### src/rtl/demux_20.sv
// ---------------------------------------------------------------------------
// demux_20 -- pair-to-frame demultiplexer
//
// Collects five 9-bit sample pairs into one 10-sample frame. Each pair lands
// in slot sel (in_a -> out_(2*sel), in_b -> out_(2*sel+1)). When slot 4 is
// written the frame is held on out_0..out_9 with out_valid=1 until the
// consumer takes it.
//
// Handshakes (both sides): a transfer happens on a rising clk edge where
// valid and ready are both 1. Nothing else moves data. A producer must keep
// its payload stable while valid=1 and ready=0. ready may depend on the
// other side's signals; valid never depends on ready.
//
// Ports
//   clk        : sole clock, rising edge
//   rst        : synchronous active-high reset, highest priority
//   clr        : synchronous flush of the partial or held frame
//   in_a/in_b  : even/odd sample of the offered pair (9 bits each)
//   in_valid   : pair offered
//   in_ready   : pair accepted this cycle if in_valid is also 1
//   out_0..9   : assembled frame, sample k on out_k
//   out_valid  : frame complete and held
//   out_ready  : frame consumed this cycle if out_valid is also 1
//   sel        : index of the next pair slot (0..4)
//   frame_cnt  : number of consumed frames, wraps 255 -> 0
//   dbg_state  : FSM state (0 = FILL, 1 = HOLD)
// ---------------------------------------------------------------------------
module demux_20 (
  input  logic       clk,
  input  logic       rst,
  input  logic       clr,
  input  logic [8:0] in_a,
  input  logic [8:0] in_b,
  input  logic       in_valid,
  output logic       in_ready,
  output logic [8:0] out_0,
  output logic [8:0] out_1,
  output logic [8:0] out_2,
  output logic [8:0] out_3,
  output logic [8:0] out_4,
  output logic [8:0] out_5,
  output logic [8:0] out_6,
  output logic [8:0] out_7,
  output logic [8:0] out_8,
  output logic [8:0] out_9,
  output logic       out_valid,
  input  logic       out_ready,
  output logic [2:0] sel,
  output logic [7:0] frame_cnt,
  output logic       dbg_state
);

  typedef enum logic {
    FILL = 1'b0,
    HOLD = 1'b1
  } state_t;

  localparam logic [2:0] LAST_SLOT = 3'd4;

  state_t     state;
  logic [8:0] frame [10];

  logic       accept;
  logic       consume;
  logic [2:0] wr_slot;

  // In HOLD only the consume cycle can take a pair, so the consumer's
  // ready is passed straight through. rst and clr block every acceptance.
  always_comb begin
    in_ready = 1'b0;
    if (!rst && !clr) begin
      in_ready = (state == FILL) ? 1'b1 : out_ready;
    end
  end

  always_comb begin
    accept  = in_valid & in_ready;
    consume = (state == HOLD) & out_ready & ~rst & ~clr;
    // sel is already 0 in HOLD; forcing slot 0 makes the pass-through
    // write independent of that invariant.
    wr_slot = (state == HOLD) ? 3'd0 : sel;
  end

  always_ff @(posedge clk) begin
    if (rst) begin
      state     <= FILL;
      sel       <= 3'd0;
      frame_cnt <= 8'd0;
      for (int k = 0; k < 10; k++) begin
        frame[k] <= 9'd0;
      end
    end else if (clr) begin
      // Flush drops the frame in progress (or the held frame) but leaves
      // sample storage and the frame counter alone.
      state <= FILL;
      sel   <= 3'd0;
    end else begin
      if (consume) begin
        frame_cnt <= frame_cnt + 8'd1;
        state     <= FILL;
      end
      if (accept) begin
        for (int k = 0; k < 5; k++) begin
          if (wr_slot == 3'(k)) begin
            frame[2*k]   <= in_a;
            frame[2*k+1] <= in_b;
          end
        end
        // Slot 4 completes the frame; a pass-through write is always slot
        // 0, so it can never collide with this transition.
        if (wr_slot == LAST_SLOT) begin
          sel   <= 3'd0;
          state <= HOLD;
        end else begin
          sel <= wr_slot + 3'd1;
        end
      end
    end
  end

  assign out_valid = (state == HOLD);
  assign dbg_state = state;

  assign out_0 = frame[0];
  assign out_1 = frame[1];
  assign out_2 = frame[2];
  assign out_3 = frame[3];
  assign out_4 = frame[4];
  assign out_5 = frame[5];
  assign out_6 = frame[6];
  assign out_7 = frame[7];
  assign out_8 = frame[8];
  assign out_9 = frame[9];

endmodule
### config.mk
export PLATFORM = sky130hd
export DESIGN_NAME = demux_20
export DESIGN_NICKNAME = d
export VERILOG_FILES = /design/src/rtl/demux_20.sv
export SDC_FILE = /design/constraint.sdc
export NUM_CORES = 1
export LEC_CHECK = 0
export ABC_AREA = 1
export CAP_MARGIN = 20
export CELL_PAD_IN_SITES_DETAIL_PLACEMENT = 2
export CELL_PAD_IN_SITES_GLOBAL_PLACEMENT = 2
export CORE_ASPECT_RATIO = 0.7
export CORE_MARGIN = 5
export CORE_UTILIZATION = 29
export DETAILED_ROUTE_END_ITERATION = 8
export PLACE_DENSITY_LB_ADDON = 0.1
export SYNTH_ARGS = -nofsm -noshare
export SYNTH_HDL_FRONTEND = slang
export SYNTH_SLANG_ARGS = --single-unit
### constraint.sdc
create_clock -name clk -period 2.95 [get_ports clk]
set_clock_uncertainty 0.15 [all_clocks]
set_input_delay 0.59 -clock clk [delete_from_list [all_inputs] [get_ports clk]]
set_output_delay 0.59 -clock clk [all_outputs]
set_load 0.005 [all_outputs]
### Word level (Yosys, flattened, before mapping)

Memories as Yosys holds them, arrays and structs flattened.
Cells that the tools add are included.

| operators by class | value |
|---|---|
| reduce and logical (&&, ||, !) cells | 6 |
| multiplexer cells | 44 |
| bitwise gates (word level) | 16 |
| eq/ne operators | 4 |
| add/subtract/negate cells | 2 |

Operator list:

| cell | count |
|---|---|
| $mux 9 | 10 |
| $mux 1 | 32 |
| $or 1x1->1 | 10 |
| $add 8x1->8 const B | 1 |
| $eq 3x2->1 const B | 2 |
| $mux 3 | 2 |
| $and 1x1->1 | 4 |
| $add 3x1->3 const B | 1 |
| $eq 3x1->1 const B | 1 |
| $eq 3x3->1 const B | 1 |
| $logic_not 3->1 | 1 |
| $logic_not 1->1 | 2 |
| $not 1->1 | 2 |
| $reduce_and 2->1 | 1 |
| $reduce_or 2->1 | 1 |
| $logic_and 1x1->1 | 1 |

| storage, ports and cells | value |
|---|---|
| bits of input ports | 23 |
| logic and storage cells | 76 |
| output and inout port bits | 104 |
| memory bits (writable) | 90 |
| memories kept | 1 |
| flip-flop bits (word level) | 12 |

Memories:

| memory | words | width | read ports | clocked after Yosys merged registers in | write ports | line | source |
|---|---|---|---|---|---|---|---|
| frame | 10 | 9 | 10 | 0 | 10 | 61 | `logic [8:0] frame [10];` |

### Logic depth before layout (Yosys ltp)

| logic depth | value |
|---|---|
| word-level depth | 9 |
| gate-level depth with buffers | 9 |

### Worst setup path before layout

OpenSTA, ideal clock, no wires.

| path | value |
|---|---|
| path kind | input -> register |
| start point | input port clr |
| end point | memory frame[2][0], enable pin |
| slack | 0.700 ns |
| stages on the path | 6 |
| data required time | 2.425 ns |
| arrival | 1.725 ns |
| path through | nor2_2 nand2_2 nor2_8 nand3_4 buf_6 nand2_1 |

RTL lines:

| what | line | source |
|---|---|---|
| start: declaration | 31 | `input logic clr,` |
| end: declaration | 61 |  |

### Worst setup path after layout

| path | value |
|---|---|
| start point | input port out_ready |
| end point | output port in_ready |

| on the way | value |
|---|---|
| cells in the longest elaborated chain, start to end | 2 |

Ends and longest elaborated chain:

| what | line | source |
|---|---|---|
| start: declaration | 47 | `input logic out_ready,` |
| $mux 1 | 72 | `in_ready = (state == FILL) ? 1'b1 : out_ready;` |
| $mux 1 | 71 | `if (!rst && !clr) begin` |
| end: declaration | 35 | `output logic in_ready,` |

Every way passes these cells.

==> impl_results.md <==
- Worst Setup SP: out_ready
- Syn avg cell area: 12.3 sq um
- PnR worst setup slack: 0.281 ns
- Total gr overflow: 0
- CP Max Fanout: 3
- Worst Path Arrival: 1.93 ns
- Final Cycle Share: 90.5%
- Post-DRT Antenna Nets: 0
- Row count: 35
- Pre-CTS setup slack: 0.274 ns
- Clk_lat worst skew: 0.34 ns
- # DRC: 0
- RR Startpoint: dbg_state
- Slowest CP cell: clkdlybuf4s50_1
- Vias: 2870
- Port Buffer Count: 126
- Post-route insts no fill: 652
- Finish-stage setup viols: 0
- YS warnings: 0
- Sum Neg Setup Slack: 0 ns
- Worst-Margin Slew: 0.497 ns
- Netlist cell types: 20
- Largest net degree at the start of global routing: 20
- Kind of critical path: in -> out
- Synthesized instance count: 321
- Die Span X: 149 microns
- Clk buf depth: 2
- Wire per inst: 19.1 microns
- H-Tree Depth: 3
- Most frequent cells in the layout: clkdlybuf4s50_1 (126), nor2_1 (105), edfxtp_1 (90)
- Initial core utilization: 29.7%
- RSZ-0062 raised after global routing: false
- CTS tree: built
- Cell Area, Synth: 3930 sq um
- 1st-pass router iterations: 4
- Count of pins over their slew limit: 0
- PwrDens: 542 nW/um^2
- Total of max-cap violations: 0
- Seq/Total Area, Yosys: 74.8%
- Vias in the first global route: 3093
- CTS Buf Count: 9
- #FFs+latches synth: 102
- Status: completed
- Commonest non-fill, non-tap cell in the layout: clkdlybuf4s50_1
- RR Endpoint: frame[8][6]
- Gpl congestion: 0.753
- Final design area excluding fillers: 5780 sq um
- Tot GR Track Use: 15.8%
- Depth of the worst register-to-register path: 8
- Final core occ: 43.7%
- Tmin final: 2.67 ns
- First-pass GRT wire length: 18700 microns
- Crit-path cells: clkdlybuf4s50_1 -> inv_1 -> nand2_1 -> nand2_2 -> inv_1 -> clkdlybuf4s50_1
- Clock Sinks: 102
- Placed cell count: 636
- CP Data Required Time: 2.21 ns
- Peak supply drop: 0.343 mV
- Layout cells sized above 1: 7.71%
- Die height: 107 microns
- Hold Path Class: reg -> reg
- Area grow syn2layout: 46.9%
- Core footprint: 13200 sq um
- # IOs: 127
- CTS clk-pin slew, worst paths: 0.07 ns
- Tot Pwr: 3.13 mW
- Worst Setup Start Kind: primary input
- Rel. slew slack: 66.8%
- Die area: 16000 sq um
- Fin Hold WS: 0.358 ns
- Resized cells post-CTS: 0
- Setup Buffers After CTS: 0
- Via density: 4.40
- # diodes: 0
- Critical Path End Type: output pin
- Syn nets: 348
- NumNets Final: 489
- Initial antenna violation count: 0
- Max Freq: 375 MHz
- Slowest stage delay, CP: 0.51 ns
- DP HPWL: 8920 microns
- CTS Root Cell: clkbuf_16
- DR iter-0 viols: 91
- Setup slack, reg-to-reg: 0.81 ns
- Hold_buf cts: 0
- P_leak: 2.28 nW
- Count of final hold-check violations: 0
- Wirelength, routed: 12500 microns
- Placed cell area: 5470 sq um
- Crit path to: in_ready
## kinds of logic after synthesis
kind of cell               Yosys count  synth area share (%)
and+or+nand+nor                    158                  17.4
adders and majority gates            4                  1.27
buffers and inverters               48                  5.38
DFF                                102                  74.8
AOI/OAI and AO/OA                    9                  1.14
## layout make-up
| class | count | area (sq um) |
|---|---|---|
| Clock buffer | 11 | 233 |
| Multi-Input combinational cell | 171 | 779 |
| Inverter | 39 | 146 |
| Sequential cell | 102 | 2940 |
| Tap cell | 185 | 231 |
| Fill cell | 1361 | 7450 |
| Timing Repair Buffer | 139 | 1370 |
| Clock inverter | 5 | 75.1 |
## cells in the mapped netlist
library cell	n	area (sq um)
a21oi_1	4	20.0
buf_1	1	3.75
buf_2	4	20.0
buf_4	1	7.51
buf_6	3	33.8
dfxtp_1	12	240
edfxtp_1	90	2700
ha_1	4	50.1
inv_1	38	143
inv_2	1	3.75
nand2_1	33	124
nand2_2	2	12.5
nand2_4	1	11.3
nand3_1	9	45.0
nand3_4	3	52.6
nand4_1	3	18.8
nor2_1	105	394
nor2_2	1	6.26
nor2_8	1	20.0
o21ai_0	5	25.0
## critical path, delay by kind of cell
| family | cells | cell delay (ns) |
|---|---|---|
| AND/OR/NAND/NOR | 2 | 0.22 |
| buffers and inverters | 4 | 1.11 |
## how the worst min path moves through the flow
stage,slack [ns],cells after the start,from,to
after floorplan,0.32,2,frame_cnt[2],frame_cnt[2]
after global placement,0.35,2,frame_cnt[2],frame_cnt[2]
after detailed placement,0.36,2,frame_cnt[2],frame_cnt[2]
after CTS,0.37,2,sel[1],sel[1]
after global routing,0.38,2,sel[1],sel[1]
final,0.36,2,sel[1],sel[1]
## sequential cells by signal, summed over array words and instances, names as in the netlist
signal     flops
frame_cnt      8
sel            3
dbg_state      1
frame         90
## power by group
group          leakage [nW]  internal [mW]  total [mW]  switching (mW)
combinational          1.10          0.130       0.247           0.117
clock                 0.153          0.740        1.25           0.505
sequential             1.03           1.62        1.64          0.0196
## layer usage
| layer | part of all wire [%] | up-vias | global-route usage, % |
|---|---|---|---|
| met1 | 44 | 1453 | 19.8 |
| met5 | 0 | - | 0 |
| li1 | - | 1324 | - |
| met2 | 47 | 83 | 25.8 |
| met3 | 7.5 | 10 | 6.06 |
| met4 | 0.93 | 0 | 3.72 |
Note: power is estimated with default switching activity, not from simulation.
